$ cat src/rtl/ras_pkg.sv
// ras_pkg: event types, opcodes and link-register helper shared by ras_event_gen
package ras_pkg;
  localparam int RAS_MAX_W = 64;
  localparam logic [6:0] OP_JAL = 7'b1101111;
  localparam logic [6:0] OP_JALR = 7'b1100111;
  typedef enum logic {EV_PUSH, EV_RET} ras_ev_kind_t;
  typedef struct packed {
    ras_ev_kind_t kind;
    logic [RAS_MAX_W-1:0] addr;
  } ras_event_t;
  function automatic logic is_link(logic [4:0] r);
    return r == 5'd1 || r == 5'd5;
  endfunction
endpackage

$ cat src/rtl/ras_event_gen_if.sv
// ras_event_gen_if: event handshake between ras_event_gen and the return-address stack
interface ras_event_gen_if #(parameter int W = 32);
  logic RAS_branch;
  logic ret;
  logic RAS_rdy;
  logic [W-1:0] RAS_addr_in;
  modport master(output RAS_branch, ret, RAS_addr_in, input RAS_rdy);
  modport slave(input RAS_branch, ret, RAS_addr_in, output RAS_rdy);
endinterface

$ cat src/rtl/ras_evt_fifo.sv
// ras_evt_fifo: event buffer taking up to two entries per cycle and releasing one
module ras_evt_fifo
  import ras_pkg::*;
#(
  parameter int DEPTH = 4,
  localparam int AW = $clog2(DEPTH)
) (
  input  logic       clk,
  input  logic       rst,
  input  logic [1:0] n_enq,
  input  ras_event_t din0,
  input  ras_event_t din1,
  input  logic       deq,
  output ras_event_t head,
  output logic [AW:0] count
);
  ras_event_t mem [DEPTH];
  logic [AW-1:0] wp, rp;
  // pointers wrap naturally because DEPTH is a power of two; deq is only raised when nonempty
  always_ff @(posedge clk or posedge rst)
    if (rst) begin
      wp <= '0;
      rp <= '0;
      count <= '0;
    end else begin
      wp <= wp + AW'(n_enq);
      rp <= rp + AW'(deq);
      count <= count + (AW+1)'(n_enq) - (AW+1)'(deq);
    end
  // storage needs no reset: head is masked to zero while empty
  always_ff @(posedge clk) begin
    if (n_enq != 2'd0) mem[wp] <= din0;
    if (n_enq == 2'd2) mem[wp + AW'(1)] <= din1;
  end
  assign head = (count != '0) ? mem[rp] : '0;
endmodule

$ cat src/rtl/ras_event_gen.sv
// ras_event_gen: turns retiring call/return/swap instructions into buffered RAS events (swap RET+PUSH when RAS_COROUTINE_EN is defined)
module ras_event_gen
  import ras_pkg::*;
#(
  parameter int FIFO_DEPTH = 4,
  parameter int W = 32
) (
  input  logic          clk,
  input  logic          Rst,
  input  logic          instr_valid,
  input  logic [31:0]   instr,
  input  logic [W-1:0]  pc,
  input  logic [W-1:0]  jump_target,
  input  logic          RAS_ena,
  ras_event_gen_if.master ev,
  output logic          stall,
  output logic          overflow
);
  localparam int CW = $clog2(FIFO_DEPTH) + 1;
  logic [4:0] rd, rs1;
  logic is_jump, is_jalr, do_push, do_ret, take, deq;
  logic [1:0] n_enq;
  logic [CW-1:0] count;
  ras_event_t ev_push, ev_ret, din0, head;
  logic unused_bits;
  assign rd = instr[11:7];
  assign rs1 = instr[19:15];
  assign ev_push = '{kind: EV_PUSH, addr: RAS_MAX_W'(pc + W'(4))};
  assign ev_ret = '{kind: EV_RET, addr: RAS_MAX_W'(jump_target)};
  assign stall = count > CW'(FIFO_DEPTH - 2);
  assign deq = (count != '0) && ev.RAS_rdy;
  // link-register hint classification; a swap orders RET ahead of PUSH
  always_comb begin
    is_jalr = instr[6:0] == OP_JALR && instr[14:12] == 3'b000;
    is_jump = instr[6:0] == OP_JAL || is_jalr;
    do_push = is_jump && is_link(rd);
`ifdef RAS_COROUTINE_EN
    do_ret = is_jalr && is_link(rs1) && !(is_link(rd) && rd == rs1);
`else
    do_ret = is_jalr && is_link(rs1) && !is_link(rd);
`endif
    take = instr_valid && RAS_ena && !stall;
    n_enq = take ? 2'(do_push) + 2'(do_ret) : 2'd0;
    din0 = do_ret ? ev_ret : ev_push;
  end
  ras_evt_fifo #(.DEPTH(FIFO_DEPTH)) u_fifo (
    .clk(clk),
    .rst(Rst),
    .n_enq(n_enq),
    .din0(din0),
    .din1(ev_push),
    .deq(deq),
    .head(head),
    .count(count)
  );
  assign ev.RAS_branch = (count != '0) && head.kind == EV_PUSH;
  assign ev.ret = (count != '0) && head.kind == EV_RET;
  assign ev.RAS_addr_in = head.addr[W-1:0];
  assign unused_bits = ^{head.addr, instr[31:20]};
  // sticky flag for an instruction retired while the stage was told to hold
  always_ff @(posedge clk or posedge Rst)
    if (Rst) overflow <= 1'b0;
    else if (instr_valid && stall) overflow <= 1'b1;
endmodule

$ cat src/flat_wrapper.sv
// flat-port wrapper written by rule: the top's interface ports become plain ports
module ras_event_gen_flat import ras_pkg::*;
#(
  parameter int FIFO_DEPTH = 4,
  parameter int W = 32
)
  (clk, Rst, instr_valid, instr, pc, jump_target, RAS_ena, stall, overflow, ev_RAS_branch, ev_ret, ev_RAS_addr_in, ev_RAS_rdy);
  ras_event_gen_if #(.W(W)) ev_i ();
  input  logic clk;
  input  logic Rst;
  input  logic instr_valid;
  input  logic [31:0] instr;
  input  logic [W-1:0] pc;
  input  logic [W-1:0] jump_target;
  input  logic RAS_ena;
  output logic stall;
  output logic overflow;
  output wire logic [$bits(ev_i.RAS_branch)-1:0] ev_RAS_branch;
  output wire logic [$bits(ev_i.ret)-1:0] ev_ret;
  output wire logic [$bits(ev_i.RAS_addr_in)-1:0] ev_RAS_addr_in;
  input wire logic [$bits(ev_i.RAS_rdy)-1:0] ev_RAS_rdy;
  assign ev_RAS_branch = ev_i.RAS_branch;
  assign ev_ret = ev_i.ret;
  assign ev_RAS_addr_in = ev_i.RAS_addr_in;
  assign ev_i.RAS_rdy = ev_RAS_rdy;
  ras_event_gen #(.FIFO_DEPTH(FIFO_DEPTH), .W(W)) u_core (.clk(clk), .Rst(Rst), .instr_valid(instr_valid), .instr(instr), .pc(pc), .jump_target(jump_target), .RAS_ena(RAS_ena), .ev(ev_i), .stall(stall), .overflow(overflow));
endmodule
$ cat config.mk
export PLATFORM = sky130hd
export DESIGN_NAME = ras_event_gen_flat
export DESIGN_NICKNAME = d
export VERILOG_FILES = /design/src/rtl/ras_pkg.sv /design/src/rtl/ras_event_gen_if.sv /design/src/rtl/ras_evt_fifo.sv /design/src/rtl/ras_event_gen.sv /design/src/flat_wrapper.sv
export SDC_FILE = /design/constraint.sdc
export NUM_CORES = 1
export LEC_CHECK = 0
export BUFFER_PORTS_ARGS = -buffer_cell sky130_fd_sc_hd__buf_4
export CAP_MARGIN = 20
export CORE_UTILIZATION = 39
export CTS_CLUSTER_SIZE = 20
export DETAILED_ROUTE_END_ITERATION = 10
export PLACE_DENSITY = 0.62
export SLEW_MARGIN = 40
export SYNTH_ARGS = -nofsm -noshare
export SYNTH_HDL_FRONTEND = slang
export SYNTH_HIERARCHICAL = 1
export SYNTH_SLANG_ARGS = --single-unit
$ cat constraint.sdc
create_clock -name clk -period 9.9 [get_ports clk]
set_input_delay 0.495 -clock clk [delete_from_list [all_inputs] [get_ports clk]]
set_output_delay 0.495 -clock clk [all_outputs]
set_load 0.005 [all_outputs]
# Word-level counts from Yosys, hierarchy flattened
# Memory sizes are Yosys's and may differ from the RTL's.
# Cells that the tools add are included.
# Widths: inputs -> output; s select.
# totals
out_inout_bits	36
wordCells	50
memories	1
input_bits	101
ram_bits	260
regBits	8
# classes
n_eq_ne	7
reduce_logical	19
n_lt_le_gt_ge	1
addsub	7
bitwise	1
n_mux	10
# mem_list
name	depth	word_bits	read_ports	rd_ports_with_merged_regs	wr	line_no	text
u_core.u_fifo.mem	4	65	1	0	1	ras_evt_fifo.sv:17	ras_event_t mem [DEPTH];
# op_table
cell	count
$mux 65	3
$reduce_or 65->1	1
$add 32x3->33 const B	1
$eq 7x7->1 const B	2
$eq 5x1->1 const B	2
$eq 5x3->1 const B	2
$logic_and 1x1->1	10
$mux 1	5
$mux 2	2
$add 3x2->3	1
$gt 3x2->1 const B	1
$logic_not 3->1	1
$logic_or 1x1->1	3
$reduce_bool 3->1	1
$sub 3x1->3	1
$add 1x1->2	1
$add 2x1->2	1
$add 2x1->2 const B	1
$add 2x2->2	1
$eq 2x2->1 const B	1
$logic_not 1->1	2
$reduce_bool 2->1	1
$not 1->1	1

# Logic depth before layout (Yosys ltp)
# Gate-level depths: netlist of the first run.
# logic_depth
word_depth	11
mapped_depth	8
ltp_nobuf	8

# Cells and area by module
# The synthesis of the first run kept the hierarchy.
# by_module_without_submodules
module	cells_each	instances	area_each_um2
ras_evt_fifo	738	1	13784.5
ras_event_gen	158	1	1288.7

# Least setup slack after synthesis of the first run
# Ideal clock, no wire load.
# synth_path
path_type	in2reg
start	in instr[16]
end	mem u_core/u_fifo/mem[0][0] (netlist bit), enable pin
cell_stages	5
arrival_time_ps	7410
path_slack_ps	1911
setup_ps	578
cell_sequence	or4b_1 > nor2b_1 > a2111oi_0 > o21bai_1 > o21ai_0
# synth_via
elab_chain_cells	11
# synth_rtl
item	line_no	text
start: declaration	flat_wrapper.sv:12	input logic [31:0] instr;
$eq 5x1->1 / $eq 5x3->1 (equally long branches)	ras_pkg.sv:12	return r == 5'd1 || r == 5'd5;
$logic_or 1x1->1 *	ras_pkg.sv:12	
$logic_and 1x1->1 * (2 in a row)	ras_event_gen.sv:40	do_ret = is_jalr && is_link(rs1) && !is_link(rd);
$add 1x1->2 *	ras_event_gen.sv:43	n_enq = take ? 2'(do_push) + 2'(do_ret) : 2'd0;
$mux 2 *	ras_event_gen.sv:43	
net u_core.n_enq[0]	ras_event_gen.sv:22	logic [1:0] n_enq;
$eq 2x2->1	ras_evt_fifo.sv:33	if (n_enq == 2'd2) mem[wp + AW'(1)] <= din1;
$mux 1	ras_evt_fifo.sv:33	
$mux 1 (not written as such)	ras_evt_fifo.sv:33	
$reduce_or 65->1 (no line)	n/a	
$mux 2 (no line) / $mux 1 (equally long branches)	n/a	
end: declaration	ras_evt_fifo.sv:17	
# The timed path passes the listed nets; every way through them passes the cells marked *.

# Worst setup path after layout of the first run
# layout_path
start	in instr[8]
end	mem u_core/u_fifo/mem[0][19] (netlist bit), enable pin
# layout_via
elab_chain_cells	11
# layout_rtl
item	line_no
$eq 5x1->1 / $eq 5x3->1 (equally long branches)	ras_pkg.sv:12
$logic_or 1x1->1 *	ras_pkg.sv:12
$logic_not 1->1	ras_event_gen.sv:40
$logic_and 1x1->1	ras_event_gen.sv:40
$add 1x1->2 *	ras_event_gen.sv:43
$mux 2 *	ras_event_gen.sv:43
net u_core.n_enq[0]	ras_event_gen.sv:22
$eq 2x2->1	ras_evt_fifo.sv:33
$mux 1	ras_evt_fifo.sv:33
$mux 1 (not written as such)	ras_evt_fifo.sv:33
$reduce_or 65->1 (no line)	n/a
$mux 2 (no line) / $mux 1 (equally long branches)	n/a
# Marked as above.

==> out/summary.log, run 1 <==
[outcome] outcome finished, violations left
[outcome] failing checks max-slew violations
[place] number of buffer cells added on primary ports 122
[place] routability cong. 0.792
[pwr] worst voltage drop across the vdd grid 0.000127 V
[clock_tree] total clock buffers created by CTS 17
[sta] max-slew violation count 138
[sta] measured slew at the worst slew-check pin 2.67 ns
[job] number of maximum-capacitance violations 0
[global_routing] Overall Global Routing Usage 19.6%
[cells_and_area] Antenna Cells 0
[hold_path] worst hold path class input pin to register
[synthesis] mapped cell area 8470 sq um
[setup_path] Arr. time, crit path 3.25 ns
[global_routing] first-pass GRT wire length 31600 um
[route] average wire length per cell after detail routing 21.7 um
[sta] Final Skew 0.00691 ns
[route] remaining design rule violation count 0
[synthesis] Ys Warns 6
[global_routing] largest net degree at the start of global routing 35
[setup_path] length in cells of the worst reg-to-reg path 6
[setup_path] launching point of the worst reg2reg path u_core/u_fifo/count[0]
[hold_path] Worst Hold Path Cells 2
[route] DRC violation total after the first TritonRoute iteration 315
[route] total via count in the routed design 5112
[setup_path] launch point of the worst path instr[8]
[setup_path] endpoint type of the worst setup path register
[global_routing] global-route congestion overflow total 0
[route] number of antenna-violating nets in the routed design 0
[clock_tree] clk sinks 140
[global_routing] vias in the first global route 5511
[synthesis] gate count after technology mapping 555
[clock_tree] clock latency reported for the late side of the worst-skew pair 0.43 ns
[synthesis] Avg Inst Size Synth 15.3 sq um
[clock_tree] CTS root buf clkbuf_16
[sta] Worst Hold Margin 0.280 ns
[sta] setup violation total in the final timing report 0
[die] area of the core 21200 sq um
[die] floorplan die area 22300 sq um
[setup_path] startpoint type of the worst setup path input pin
[clock_tree] CTS tree built
[cells_and_area] final cell utilization of the core 48.0%
[cells_and_area] layout overhead on the synthesized area 19.7%
[sta] crit path time final 3.18 ns
[die] x dimension of the die 149 um
[cells_and_area] fraction of final layout cells with drive strength greater than 1 53.8%
[cells_and_area] # nets final 778
[clock_tree] maximum level of the CTS H-tree 4
[setup_path] crit path max fanout 26
[place] detailed-placement wirelength estimate 12800 um
[setup_path] worst reg2reg setup slack 6.96 ns
[place] Post-Place Setup Slack 6.26 ns
[clock_tree] count of buffers added by post-CTS timing repair for setup 0
[clock_tree] hold_buf cts 1
[pwr] total power divided by cell area 238 nW/um^2
[global_routing] initial antenna violation count 0
[sta] crit share post-route 32.1%
[die] Die Span Y 149 um
[sta] hold violation total from the final report 0
[sta] tightest slew margin relative to the limit -78.8%
[route] length of the first detailed-routing pass in iterations 4
[route] final wirelength 20800 um
[route] average vias per placed instance 5.34
[clock_tree] number of instances resized during post-cts repair 0
[setup_path] data required time at the worst endpoint 9.97 ns
[sta] setup total negative slack 0 ns
[sta] final setup slack of the worst path 6.72 ns
[die] number of top-level design ports 137
[sta] Fmax 315 MHz
[setup_path] type of the worst setup path input pin to register
[clock_tree] buffer depth of the longest clock path 2
[clock_tree] Reg clk slew, reported paths 0.06 ns
[die] Site Rows 53
[hold_path] hold_sp instr_valid
[pwr] leakage power summed over all cells 3.87 nW
[sta] unrepaired setup endpoints after global routing no
[die] Initial Util 40.1%
cells in the final DEF (no fill, tap or decap), types with 6 or more instances in the layout:
cell       instances
and2_1            33
buf_4            130
clkbuf_16         17
dfrtp_1            7
edfxtp_1         132
ha_1               6
inv_1             16
mux2_2           102
mux2_4            59
mux4_2            33
nand2_1           17
nand3_1           12
nand4_1            8
nor3_1             8
nor4_1             6
xnor2_1           15
xor2_1            18
routing by layer:
| metal | up-vias | share of wire [%] | track usage [%] |
|---|---|---|---|
| li1 | 2354 | - | - |
| met1 | 2575 | 43 | 25.6 |
| met2 | 164 | 50 | 32.8 |
| met3 | 19 | 5.6 | 3.84 |
| met4 | 0 | 1.1 | 6.17 |
| met5 | - | 0 | 0 |
power breakdown:
part	switching [W]	total, W	leakage, nW	internal, W
clock	0.000246	0.000636	0.279	0.000390
combinational	0.000410	0.000911	2.26	0.000500
sequential	0.0000583	0.000869	1.33	0.000810
total	0.000714	0.00241	3.87	0.00170
cell type report:
class,instances,area [sq um]
Clock inverter,14,154
Inverter,16,60.1
Timing Repair Buffer,131,986
Sequential cell,140,4170
Clock buffer,17,425
Multi-Input combinational cell,364,4010
Tap cell,275,344
Fill cell,1868,11000
worst max-delay path, cell delays in order:
cell and delay, ns:
buf_4 0.11, nor4b_1 0.59, nand2_1 0.21, a2111oi_4 0.68, o21bai_1 0.26, o21ai_4 0.40
buf_4 0.49
flip-flops by register name, summed over array words and instances (netlist names):
| name | count |
|---|---|
| u_core/overflow | 1 |
| u_core/u_fifo/count | 3 |
| u_core/u_fifo/mem | 132 |
| u_core/u_fifo/rp | 2 |
| u_core/u_fifo/wp | 2 |
stage by stage:
stage	power (W)	cells	area (sq um)
after global placement	0.00176	925	9530
after global routing	0.00253	957	10100
after floorplan	0.00144	559	8490
final	0.00241	957	10100
after CTS	0.00242	957	10100
after detailed placement	0.00178	925	9550
path summary, 6_finish.rpt:
check / end
max: u_core/u_fifo/mem[0][19]
min: u_core/overflow
max reg2reg: u_core/u_fifo/mem[0][19]
min reg2reg: u_core/overflow
max in group asynchronous: u_core/u_fifo/rp[0]
min in group asynchronous: u_core/overflow
(Power assumes the default switching activity.)
==> inputs of run 2 (changes only) <==
- clock period: 9.9 -> 3.15 ns (I/O delays scaled with it)
==> run 2 against run 1 <==
The run still ends with max-slew violations left. Global-route usage is 0.20 points lower. Wire length is 0.54% lower. Die area stayed put. Critical endpoint is now u_core/u_fifo/count[2]. Flip-flop and latch count stayed put. Via count is 1.3% higher. Largest cell class unchanged. Sequential power grew to 3.1 times the previous value. Clock skew is 0.0013 ns lower. Count of clock-buffer cells in the layout is 13 higher. Combinational power grew to 3.3 times the previous value. Highest routed layer unchanged.
==> out/summary.log, run 2 (synthesized netlist as in run 1, its figures left out) <==
[outcome] outcome finished, violations left
[outcome] failing checks max-slew violations
[setup_path] endpoint type of the worst setup path register
[pwr] clock share of power 24.3%
[pwr] worst voltage drop across the vdd grid 0.000321 V
[setup_path] crit path max fanout 6
[pwr] total power divided by cell area 733 nW/um^2
[global_routing] first-pass GRT wire length 31500 um
[route] remaining design rule violation count 0
[job] number of maximum-capacitance violations 0
[sta] crit path time final 2.43 ns
[cells_and_area] top register by number of flip-flops u_core/u_fifo/mem
[clock_tree] number of instances resized during post-cts repair 0
[cells_and_area] area of all placed cells without fillers 10200 sq um
[sta] hold violation total from the final report 0
[route] average wire length per cell after detail routing 21.4 um
[cells_and_area] most common cell after layout, fill and taps aside buf_4
[die] area of the core 21200 sq um
[sta] unrepaired setup endpoints after global routing no
[pwr] portion of total power attributed to sequential cells 35.7%
[setup_path] Arr. time, crit path 2.77 ns
[die] Die Span Y 149 um
[setup_path] launch point of the worst path u_core/u_fifo/count[1]
[sta] setup violation total in the final timing report 0
[cells_and_area] total of fill cells in the finished design 1866
[sta] crit share post-route 77.3%
[place] number of buffer cells added on primary ports 122
[setup_path] startpoint type of the worst setup path register
[setup_path] launching point of the worst reg2reg path u_core/u_fifo/count[1]
[route] length of the first detailed-routing pass in iterations 5
[pwr] internal power 0.00530 W
[sta] setup total negative slack 0 ns
[clock_tree] CTS root buf clkbuf_16
[pwr] part of the total power dissipated in combinational logic 40.0%
[die] number of top-level design ports 137
[pwr] Overall Power 0.00748 W
[global_routing] initial antenna violation count 0
[die] Initial Util 40.1%
[cells_and_area] layout overhead on the synthesized area 20.5%
[hold_path] worst hold path class input pin to async pin
[pwr] sw frac 29.1%
[clock_tree] maximum level of the CTS H-tree 4
[route] average vias per placed instance 5.36
[cells_and_area] commonest cells after routing, fill and taps aside buf_4, edfxtp_1, mux2_2, mux2_4
[place] routability cong. 0.857
[sta] max-slew violation count 138
[cells_and_area] Largest regs u_core/u_fifo/mem: 132 flops, u_core/u_fifo/count: 3 flops
[clock_tree] count of buffers added by post-CTS timing repair for setup 0
[clock_tree] total clock buffers created by CTS 17
[die] x dimension of the die 149 um
[setup_path] worst reg2reg setup slack 0.72 ns
[global_routing] largest net degree at the start of global routing 35
[place] placed cells 933
[clock_tree] clk sinks 140
[cells_and_area] post-route non-filler standard cell count 967
[route] number of antenna-violating nets in the routed design 0
[clock_tree] Reg clk slew, reported paths 0.05 ns
[route] final wirelength 20600 um
[setup_path] critical path capture point u_core/u_fifo/count[2]
[clock_tree] buffer depth of the longest clock path 2
[cells_and_area] Antenna Cells 0
[clock_tree] hold_buf cts 2
[pwr] leakage power summed over all cells 3.92 nW
[route] DRC violation total after the first TritonRoute iteration 244
[sta] Fmax 411 MHz
[sta] measured slew at the worst slew-check pin 2.76 ns
[cells_and_area] # nets final 787
[route] total via count in the routed design 5180
[setup_path] data required time at the worst endpoint 3.49 ns
[sta] tightest slew margin relative to the limit -84.6%
[place] area post-placement 9660 sq um
[place] detailed-placement wirelength estimate 13100 um
[cells_and_area] flip-flop count of the largest register, all copies and words added 132
[setup_path] type of the worst setup path register to register
[global_routing] vias in the first global route 5586
[die] Site Rows 53
[sta] Final Skew 0.00560 ns
[clock_tree] clock latency reported for the late side of the worst-skew pair 0.42 ns
[die] floorplan die area 22300 sq um
[setup_path] worst reg2reg endpoint u_core/u_fifo/count[2]
[global_routing] Overall Global Routing Usage 19.4%
[global_routing] global-route congestion overflow total 0
[setup_path] length in cells of the worst reg-to-reg path 8
[sta] Worst Hold Margin 0.144 ns
[clock_tree] CTS tree built
[pwr] Psw 0.00218 W
[cells_and_area] fraction of final layout cells with drive strength greater than 1 53.5%
-- run 2: cell count changes in the layout (fill, tap and decap cells not counted), sizes merged --
cell         before  now
buf             130  138
bufinv            3    0
clkinv            8    2
clkinvlp          3    0
dlygate4sd3       1    2
clkbuf           17   30
-- run 2: routing by layer --
metal,up-vias,wire length (um),track usage (%)
li1,2374,-,-
met1,2633,9000,25.1
met2,161,10500,33.2
met3,12,1050,4.24
met4,0,141,4.13
met5,-,0,0
-- run 2: power groups by stage --
stage | clock network [W] | registers [W] | logic (W)
after floorplan | 0 | 0.00265 | 0.00187
after global placement | 0 | 0.00269 | 0.00294
after detailed placement | 0 | 0.00272 | 0.00297
after CTS | 0.00184 | 0.00268 | 0.00299
after global routing | 0.00194 | 0.00271 | 0.00324
final | 0.00182 | 0.00267 | 0.00299
-- run 2: worst min-delay path by stage --
stage                       to  cells past startpoint  slack [ns]
2_1_floorplan  u_core/overflow                      1       -0.11
3_3_place_gp   u_core/overflow                      2        0.01
3_5_place_dp   u_core/overflow                      2        0.02
4_1_cts        u_core/overflow                      3        0.12
5_1_grt        u_core/overflow                      3        0.13
6_report       u_core/overflow                      3        0.14
-- run 2: layout make-up --
type | instances | area, sq um | share of cell area, %
Sequential cell | 140 | 4170 | 40.8
Multi-Input combinational cell | 364 | 3990 | 39.1
Timing Repair Buffer | 140 | 1120 | 11.0
Clock buffer | 30 | 524 | 5.13
Tap cell | 275 | 344 | 3.37
Inverter | 16 | 60.1 | 0.588
Clock inverter | 2 | 10.0 | 0.0980
-- run 2: critical path, stage by stage (launching register included) --
cell       delay [ns]
dfrtp_1          0.41
a21oi_1          0.20
nand3_1          0.12
a2111oi_2        0.64
buf_4            0.28
ha_1             0.19
fa_1             0.20
xnor2_1          0.15
xnor2_1          0.15
-- run 2: stage by stage --
step           utilization (%)  setup slack (ns)
2_1_floorplan                -             0.280
4_1_cts                   48.3             0.687
5_1_grt                   48.3             0.535
6_report                  48.3             0.715
3_5_place_dp              45.7             0.317
3_3_place_gp              45.6             0.425
